### config.mk
export PLATFORM = sky130hd
export DESIGN_NAME = mem_stage_requester
export DESIGN_NICKNAME = d
export VERILOG_FILES = /design/src/rtl/y86_pkg.sv /design/src/rtl/mem_op_decode.sv /design/src/rtl/mem_stage_requester.sv
export SDC_FILE = /design/constraint.sdc
export NUM_CORES = 1
export LEC_CHECK = 0
export ABC_AREA = 0
export CAP_MARGIN = 10
export CORE_AREA = 5 5 177 179
export DETAILED_ROUTE_END_ITERATION = 7
export DIE_AREA = 0 0 182 184
export GPL_TIMING_DRIVEN = 1
export PLACE_DENSITY = 0.64
export SYNTH_ARGS = -nofsm -noshare
export SYNTH_HDL_FRONTEND = slang
export SYNTH_SLANG_ARGS = --single-unit
### constraint.sdc
create_clock -name clk -period 2.75 [get_ports clk]
set_input_delay 0.55 -clock clk [delete_from_list [all_inputs] [get_ports clk]]
set_output_delay 0.55 -clock clk [all_outputs]
set_load 0.03 [all_outputs]
### src/rtl/y86_pkg.sv
// Shared Y86 memory-stage definitions: icodes, status codes, FSM states.
package y86_pkg;

    localparam logic [3:0] HALT  = 4'h0;
    localparam logic [3:0] NOP   = 4'h1;
    localparam logic [3:0] CMOV  = 4'h2;
    localparam logic [3:0] IRMOV = 4'h3;
    localparam logic [3:0] RMMOV = 4'h4;
    localparam logic [3:0] MRMOV = 4'h5;
    localparam logic [3:0] OPQ   = 4'h6;
    localparam logic [3:0] JXX   = 4'h7;
    localparam logic [3:0] CALL  = 4'h8;
    localparam logic [3:0] RET   = 4'h9;
    localparam logic [3:0] PUSH  = 4'hA;
    localparam logic [3:0] POP   = 4'hB;

    localparam logic [1:0] STAT_AOK  = 2'd0;
    localparam logic [1:0] STAT_ADR  = 2'd1;
    localparam logic [1:0] STAT_DMEM = 2'd2;
    localparam logic [1:0] STAT_TMO  = 2'd3;

    typedef enum logic [1:0] {
        IDLE = 2'd0,
        REQ  = 2'd1,
        RESP = 2'd2
    } state_t;

endpackage

### src/rtl/mem_op_decode.sv
// Combinational decode of the memory-stage access from icode and operands.
module mem_op_decode
    import y86_pkg::*;
#(
    parameter int ADDR_W   = 64,
    parameter int MEM_LAST = 4095
) (
    input  logic [3:0]        icode,
    input  logic [ADDR_W-1:0] val_e,
    input  logic [ADDR_W-1:0] val_a,
    input  logic [ADDR_W-1:0] val_p,
    output logic              access,
    output logic              we,
    output logic [ADDR_W-1:0] addr,
    output logic [ADDR_W-1:0] wdata,
    output logic              addr_ok
);

    always_comb begin
        access = 1'b0;
        we     = 1'b0;
        addr   = '0;
        wdata  = '0;
        unique case (icode)
            RMMOV, PUSH: begin
                access = 1'b1;
                we     = 1'b1;
                addr   = val_e;
                wdata  = val_a;
            end
            CALL: begin
                access = 1'b1;
                we     = 1'b1;
                addr   = val_e;
                wdata  = val_p;
            end
            MRMOV: begin
                access = 1'b1;
                addr   = val_e;
            end
            POP, RET: begin
                access = 1'b1;
                addr   = val_a;
            end
            default: ;
        endcase
    end

    // Unsigned compare: negative addresses are simply huge and out of range.
    assign addr_ok = (addr <= ADDR_W'(MEM_LAST));

endmodule

### src/rtl/mem_stage_requester.sv
// SEQ memory stage: issues one req/ack data-memory access per start pulse.
module mem_stage_requester
    import y86_pkg::*;
#(
    parameter int ADDR_W   = 64,
    parameter int MEM_LAST = 4095,
    parameter int TIMEOUT  = 16
) (
    input  logic              clk,
    input  logic              reset,
    input  logic              start,
    input  logic [3:0]        icode,
    input  logic [ADDR_W-1:0] val_e,
    input  logic [ADDR_W-1:0] val_a,
    input  logic [ADDR_W-1:0] val_p,
    output logic              mem_req,
    output logic              mem_we,
    output logic [ADDR_W-1:0] mem_addr,
    output logic [ADDR_W-1:0] mem_wdata,
    input  logic              mem_ack,
    input  logic [ADDR_W-1:0] mem_rdata,
    input  logic              mem_err,
    output logic              busy,
    output logic              done,
    output logic [ADDR_W-1:0] val_m,
    output logic [1:0]        stat
);

    localparam int CW = $clog2(TIMEOUT + 1);

    state_t            state;
    logic [CW-1:0]     cnt;
    logic              dec_access;
    logic              dec_we;
    logic [ADDR_W-1:0] dec_addr;
    logic [ADDR_W-1:0] dec_wdata;
    logic              dec_ok;

    mem_op_decode #(
        .ADDR_W  (ADDR_W),
        .MEM_LAST(MEM_LAST)
    ) u_dec (
        .icode  (icode),
        .val_e  (val_e),
        .val_a  (val_a),
        .val_p  (val_p),
        .access (dec_access),
        .we     (dec_we),
        .addr   (dec_addr),
        .wdata  (dec_wdata),
        .addr_ok(dec_ok)
    );

    always_ff @(posedge clk) begin
        if (reset) begin
            state     <= IDLE;
            mem_req   <= 1'b0;
            mem_we    <= 1'b0;
            mem_addr  <= '0;
            mem_wdata <= '0;
            busy      <= 1'b0;
            done      <= 1'b0;
            val_m     <= '0;
            stat      <= STAT_AOK;
            cnt       <= '0;
        end else begin
            done <= 1'b0;
            unique case (state)
                IDLE: begin
                    if (start) begin
                        busy <= 1'b1;
                        if (!dec_access) begin
                            state <= RESP;
                            done  <= 1'b1;
                            stat  <= STAT_AOK;
                        end else if (!dec_ok) begin
                            state <= RESP;
                            done  <= 1'b1;
                            stat  <= STAT_ADR;
                        end else begin
                            state     <= REQ;
                            mem_req   <= 1'b1;
                            mem_we    <= dec_we;
                            mem_addr  <= dec_addr;
                            mem_wdata <= dec_wdata;
                            cnt       <= '0;
                        end
                    end
                end
                REQ: begin
                    if (mem_ack) begin
                        state   <= IDLE;
                        mem_req <= 1'b0;
                        busy    <= 1'b0;
                        done    <= 1'b1;
                        stat    <= mem_err ? STAT_DMEM : STAT_AOK;
                        if (!mem_we)
                            val_m <= mem_rdata;
                    end else begin
                        cnt <= cnt + CW'(1);
                        // Final unacked cycle: give up on the responder.
                        if (cnt == CW'(TIMEOUT - 1)) begin
                            state   <= IDLE;
                            mem_req <= 1'b0;
                            busy    <= 1'b0;
                            done    <= 1'b1;
                            stat    <= STAT_TMO;
                        end
                    end
                end
                RESP: begin
                    state <= IDLE;
                    busy  <= 1'b0;
                end
                default: state <= IDLE;
            endcase
        end
    end

endmodule

# == Word level (Yosys, flattened, before mapping) ==
# Cells that the tools add are included.
# word_totals
register_bits,205
inputBits,265
output_inout_bits,198
wordCells,79
# op_classes
addsub,1
magnitude_cmp,1
eq_ne,15
muxes,36
bitwise,1
reduce_logical,15
# op_table
op,count
64-bit one-hot mux with 2 select lines,2
"64-bit by 12-bit <= comparator with 1-bit output, second input constant",1
2-bit 2-to-1 mux,11
5-bit 2-to-1 mux,4
"4-bit == test, second input constant",4
1-bit 2-to-1 mux,13
5-bit one-hot mux with 2 select lines,1
5-bit AND reduction,2
"4-bit by 3-bit == test with 1-bit output, second input constant",2
"2-bit != test, second input constant",4
2-bit one-hot mux with 2 select lines,2
4-bit AND reduction,2
"3-bit != test, second input constant",2
3-bit AND reduction,2
6-bit OR reduction,1
"5-bit by 1-bit adder with 5-bit output, second input constant",1
"5-bit by 4-bit == test with 1-bit output, second input constant",1
1-bit one-hot mux with 2 select lines,2
2-bit OR reduction,2
4-bit OR reduction,1
1-bit one-hot mux with 3 select lines,1
3-bit nonzero test,1
3-bit OR reduction,1
"2-bit by 1-bit == test with 1-bit output, second input constant",1
5 further kinds,5

# == Longest topological paths before layout ==
# logic_depth
word_depth,8
mapped_depth,9
mapped_depth_nobuf,9

# == Modules after synthesis ==
# Synthesis repeated with hierarchy kept, for this count alone.
# hier_totals
cells_unflattened,1127
hier_area_um2,8864.8
# modules_own_cells
mod,n_inst,cells_per_inst,area_each_um2,seq_area_each_um2
mem_stage_requester,1,922,7307.0,4103.9
mem_op_decode,1,205,1557.7,0.0

# == Worst setup path before layout ==
# Ideal clock, no wire load.
# synth_path
path_kind,in2reg
start,in val_e[54]
end,reg mem_wdata[36]
setup_ns,0.132
t_arrival_ns,2.240
t_required_ns,2.618
slack_ns,0.378
cell_stages,8
n_path_buf,2
cell_sequence,nor4_1 -> nand4_1 -> o41ai_2 -> nand4_4 -> clkbuf_1 -> buf_2 -> a221oi_1 -> nor3_1
# synth_between
elab_chain_cells,3
# synth_lines
element,line_no,source
start: declaration,mem_stage_requester.sv:13,"input logic [ADDR_W-1:0] val_e,"
64-bit one-hot mux with 2 select lines,mem_op_decode.sv:24,unique case (icode)
64-bit by 12-bit <= comparator with 1-bit output,mem_op_decode.sv:50,assign addr_ok = (addr <= ADDR_W'(MEM_LAST));
4-bit AND reduction (no line),n/a,
end signal: assignment,mem_stage_requester.sv:85,mem_wdata <= dec_wdata;
end: declaration,mem_stage_requester.sv:19,"output logic [ADDR_W-1:0] mem_wdata,"
# Every way passes these cells.
# A chain may end at the register's enable or synchronous reset.

# == Worst setup path after layout ==
# layout_path
start,in val_a[46]
end,reg mem_wdata[0]
# layout_between
elab_chain_cells,3
# layout_lines
element,line_no,source
start: declaration,mem_stage_requester.sv:14,"input logic [ADDR_W-1:0] val_a,"
64-bit one-hot mux with 2 select lines,mem_op_decode.sv:24,
64-bit by 12-bit <= comparator with 1-bit output,mem_op_decode.sv:50,
4-bit AND reduction (no line),n/a,
# Every way passes these cells.

==> flow_summary.toml <==
[logic_synthesis]
netlist_area_um2 = 7770
yosys.area.top_type = "sky130_fd_sc_hd__dfxtp_1"
post_synth_num_cell_types = 38
synthesis.nets = 1130
synthTopCellsByArea = "sky130_fd_sc_hd__dfxtp_1 53%, sky130_fd_sc_hd__a221oi_1 8.6%, sky130_fd_sc_hd__nand2_1 6.7%"
flip_flop_and_latch_count_after_synthesis = 205
synth-seq-area-share_pct = 52.8
number_of_cells_produced_by_synthesis = 860
synth_largest_type_area_fraction_pct = 52.8
synth-warning-count = 0
postSynthAreaPerCell_um2 = 9.03

[die]
fp.dieArea_um2 = 33500
fp.coreArea_um2 = 29400
chipHeight_um = 184
top_level_ports = 463
start_util_pct = 26.4
floorplan.die.width_um = 182
num_rows = 63

[timing]
fmax_mhz = 366
hold_viol_final = 0
final_period_minus_worst_setup_slack_ps = 2730
finClkSkew_ps = 21.8
final_setup_violation_count = 0
fin_tns_setup_ps = 0
layout_worst_path_cycle_share_pct = 99.4
worst-slew-pin-transition_ps = 675
finalMaxSlewViolations = 0
max_slew_margin_pct = 55.0

[drt]
detail_route.first_pass.iterations = 5
initialDrtViolationCount = 525
remaining_drc_errors = 0
routed_wirelength_um = 34200
viasPerCell = 4.72
route.vias.total = 8343
antenna_violating_nets_post_route = 0
wl_per_cell_um = 19.3

[critical_path]
timing.critical_path.buf_inv = 5
cp_slowest_cell = "sky130_fd_sc_hd__clkdlybuf4s50_1"
arrival_ps = 3120
worst-path-max-fanout = 54
crit_family = "buffers and inverters"
cp_data_required_time_ps = 3140
worst_path_most_repeated_cell = "sky130_fd_sc_hd__buf_4"
timing.setup.critical_path_class = "primary input to flip-flop"
critical_path.cell_chain = "clkdlybuf4s50_1 > nor4_1 > buf_4 > nand4_1 > o41ai_4 > buf_4 > nand4_4 > buf_4 > clkbuf_16 > a221oi_1 > nor3_1"
endpoint_kind = "flip-flop"
critical_path.max_stage_delay_ps = 460
startpoint_class_of_the_critical_path = "primary input"

[pwr]
vdd_ir_drop_max_uv = 469
finalPower_mw = 7.45
power.internal_mw = 5.63
power_per_cell_area_nw_per_um2 = 524
power_frac_clock_pct = 45.2
sw_frac_of_total_pct = 24.5
p_sw_mw = 1.82
total_leakage_power_nw = 5.10
comb_power_share_pct = 13.8
power_frac_seq_pct = 41.1

[cts]
cts_max_path_buffers = 3
cts_buffers = 25
post_cts_hold_buffer_count = 0
clk-insertion-delay-late_ps = 530
ctsHtreeMaxLevel = 1
cts_tree = "done"
cts_sinks = 205
clk_transition_reported_paths_ps = 60
clock_tree.root_cell = "sky130_fd_sc_hd__clkbuf_16"

[placed_design]
number_of_placed_instances_with_taps_included = 1714
finalWeightedCongestion = 0.921
numPortBuffers = 462
dp.final_hpwl_um = 25100

[global_routing]
grt_max_degree = 110
grt_first_pass_wirelength_um = 49300
antenna_found_initial = 4
grt_remaining_overflow = 0
total_global_routing_track_utilization_pct = 18.6
vias_in_the_first_global_route = 8256

[outcome]
outcome = "finished clean"

[cells_and_area]
final_layout_net_count = 1626
finalNonFillerCells = 1767
layout-drive-gt1-share_pct = 10.1
syn2layout_area_growth_pct = 83.0

[min_path]
hp-class = "flip-flop to flip-flop"

[job]
drv.max_cap_violation_count = 0
-- kinds of logic (layout without fill, tap and decap cells) --
kind of cell    count (synthesis)  after routing  synth area share (%)
flops                         205            205                  52.8
fa+ha+maj                       5              5                 0.805
other cells                     0              2                     0
compound gates                172            172                  15.8
simple gates                  403            403                  26.8
buf+inv                        75            590                  3.80
-- sequential cells by signal (all words and copies together) (netlist names) --
signal     count
busy           1
mem_wdata     64
cnt            5
val_m         64
stat           2
mem_addr      64
done           1
mem_we         1
state          2
mem_req        1
-- power groups by stage --
stage | combinational [mW] | clock (mW) | sequential, mW
4_1_cts | 1.02 | 3.46 | 3.06
3_3_place_gp | 1.01 | 0 | 3.13
5_1_grt | 1.09 | 3.59 | 3.07
3_5_place_dp | 1.01 | 0 | 3.13
2_1_floorplan | 0.230 | 0 | 3.22
6_report | 1.02 | 3.37 | 3.06
-- cell usage in the layout, fill, tap and decap left out, types with 2 or more instances in the layout --
cell,n
sky130_fd_sc_hd__nand2_1,138
sky130_fd_sc_hd__o31ai_1,3
sky130_fd_sc_hd__a21oi_1,76
sky130_fd_sc_hd__clkinvlp_4,3
sky130_fd_sc_hd__a221oi_1,76
sky130_fd_sc_hd__buf_4,67
sky130_fd_sc_hd__inv_6,2
sky130_fd_sc_hd__nand2b_1,3
sky130_fd_sc_hd__bufinv_16,2
sky130_fd_sc_hd__or2_2,3
sky130_fd_sc_hd__or4_1,2
sky130_fd_sc_hd__or3_1,2
sky130_fd_sc_hd__diode_2,2
sky130_fd_sc_hd__nor2_4,2
sky130_fd_sc_hd__nand3_1,3
sky130_fd_sc_hd__clkdlybuf4s50_1,461
sky130_fd_sc_hd__and2_1,52
sky130_fd_sc_hd__clkbuf_16,27
sky130_fd_sc_hd__dfxtp_1,205
sky130_fd_sc_hd__buf_12,7
sky130_fd_sc_hd__clkinv_4,2
sky130_fd_sc_hd__ha_1,5
sky130_fd_sc_hd__nor4_2,3
sky130_fd_sc_hd__clkinv_2,5
sky130_fd_sc_hd__nor3_1,78
sky130_fd_sc_hd__clkbuf_8,6
sky130_fd_sc_hd__inv_1,6
sky130_fd_sc_hd__nand4_1,5
sky130_fd_sc_hd__nor4_1,22
sky130_fd_sc_hd__o21ai_0,5
sky130_fd_sc_hd__nor2_1,5
sky130_fd_sc_hd__a211o_1,2
sky130_fd_sc_hd__nor2b_1,77
-- metrics by stage --
| stage | area (um^2) | setup slack [ps] | util [%] | hold slack (ps) |
|---|---|---|---|---|
| 2_1_floorplan | 7770 | 378 | - | 448 |
| 3_3_place_gp | 13300 | -507 | 45.1 | 440 |
| 3_5_place_dp | 13300 | -497 | 45.1 | 443 |
| 4_1_cts | 14100 | 34.7 | 48.0 | 454 |
| 5_1_grt | 14200 | -32.7 | 48.4 | 469 |
| 6_report | 14200 | 17.3 | 48.4 | 451 |
-- worst paths after layout --
path / cells after the start / slack, ps / endpoint / start
max: 11 / 20 / mem_wdata[0] / val_a[46]
min: 2 / 450 / val_m[40] / val_m[40]
min reg2reg: 2 / 450 / val_m[40] / val_m[40]
max reg2reg: 9 / 540 / stat[0] / cnt[0]
-- layer usage --
layer,part of all wire [%],up-vias,global-route usage [%]
met5,0.073,-,0
met1,40,3859,22.3
li1,-,4048,-
met4,3.6,4,7.08
met2,46,367,30.1
met3,10,65,7.24
-- synth_stat cells --
cell type	number
sky130_fd_sc_hd__a21boi_1	1
sky130_fd_sc_hd__nand4_1	5
sky130_fd_sc_hd__and3_1	1
sky130_fd_sc_hd__nor3_1	79
sky130_fd_sc_hd__a21oi_1	76
sky130_fd_sc_hd__nor2b_1	78
sky130_fd_sc_hd__a32oi_1	1
sky130_fd_sc_hd__o21bai_2	1
sky130_fd_sc_hd__and2_1	52
sky130_fd_sc_hd__nand4_4	1
sky130_fd_sc_hd__inv_1	6
sky130_fd_sc_hd__a211oi_1	1
sky130_fd_sc_hd__nor3b_1	1
sky130_fd_sc_hd__or3b_1	1
sky130_fd_sc_hd__o41ai_4	1
sky130_fd_sc_hd__or3b_2	1
sky130_fd_sc_hd__ha_1	5
sky130_fd_sc_hd__o211ai_1	1
sky130_fd_sc_hd__or3_1	2
sky130_fd_sc_hd__o41ai_2	1
sky130_fd_sc_hd__a221oi_1	76
sky130_fd_sc_hd__nand2_1	138
sky130_fd_sc_hd__or2_2	3
sky130_fd_sc_hd__o21ai_2	1
sky130_fd_sc_hd__nand3_1	3
sky130_fd_sc_hd__and3b_1	1
sky130_fd_sc_hd__buf_2	11
sky130_fd_sc_hd__dfxtp_1	205
sky130_fd_sc_hd__clkbuf_1	58
sky130_fd_sc_hd__o21ai_0	5
sky130_fd_sc_hd__o31ai_1	3
sky130_fd_sc_hd__a21bo_2	1
sky130_fd_sc_hd__or4_1	2
sky130_fd_sc_hd__nand2b_1	3
sky130_fd_sc_hd__nor2_1	7
sky130_fd_sc_hd__nor4_1	25
sky130_fd_sc_hd__a211o_1	2
sky130_fd_sc_hd__a311o_1	1
-- layout make-up --
cell class | count | area [um^2]
fill | 2739 | 15200
timing repair buffer | 538 | 5340
sequential | 205 | 4100
multi-input combinational | 580 | 3410
clock buffer | 32 | 712
tap | 390 | 488
clock inverter | 14 | 143
inverter | 6 | 22.5
antenna | 2 | 5.00
-- worst min-delay path, cell delays in order (launching register included) --
cell                      delay, ps
sky130_fd_sc_hd__dfxtp_1        300
sky130_fd_sc_hd__nand2_1         50
sky130_fd_sc_hd__a21oi_1         50
-- what timing repair did --
item,CTS,global route
resized for setup,0,4
setup endpoints to repair,0,131
setup buffers,0,3
(Power assumes the default switching activity.)
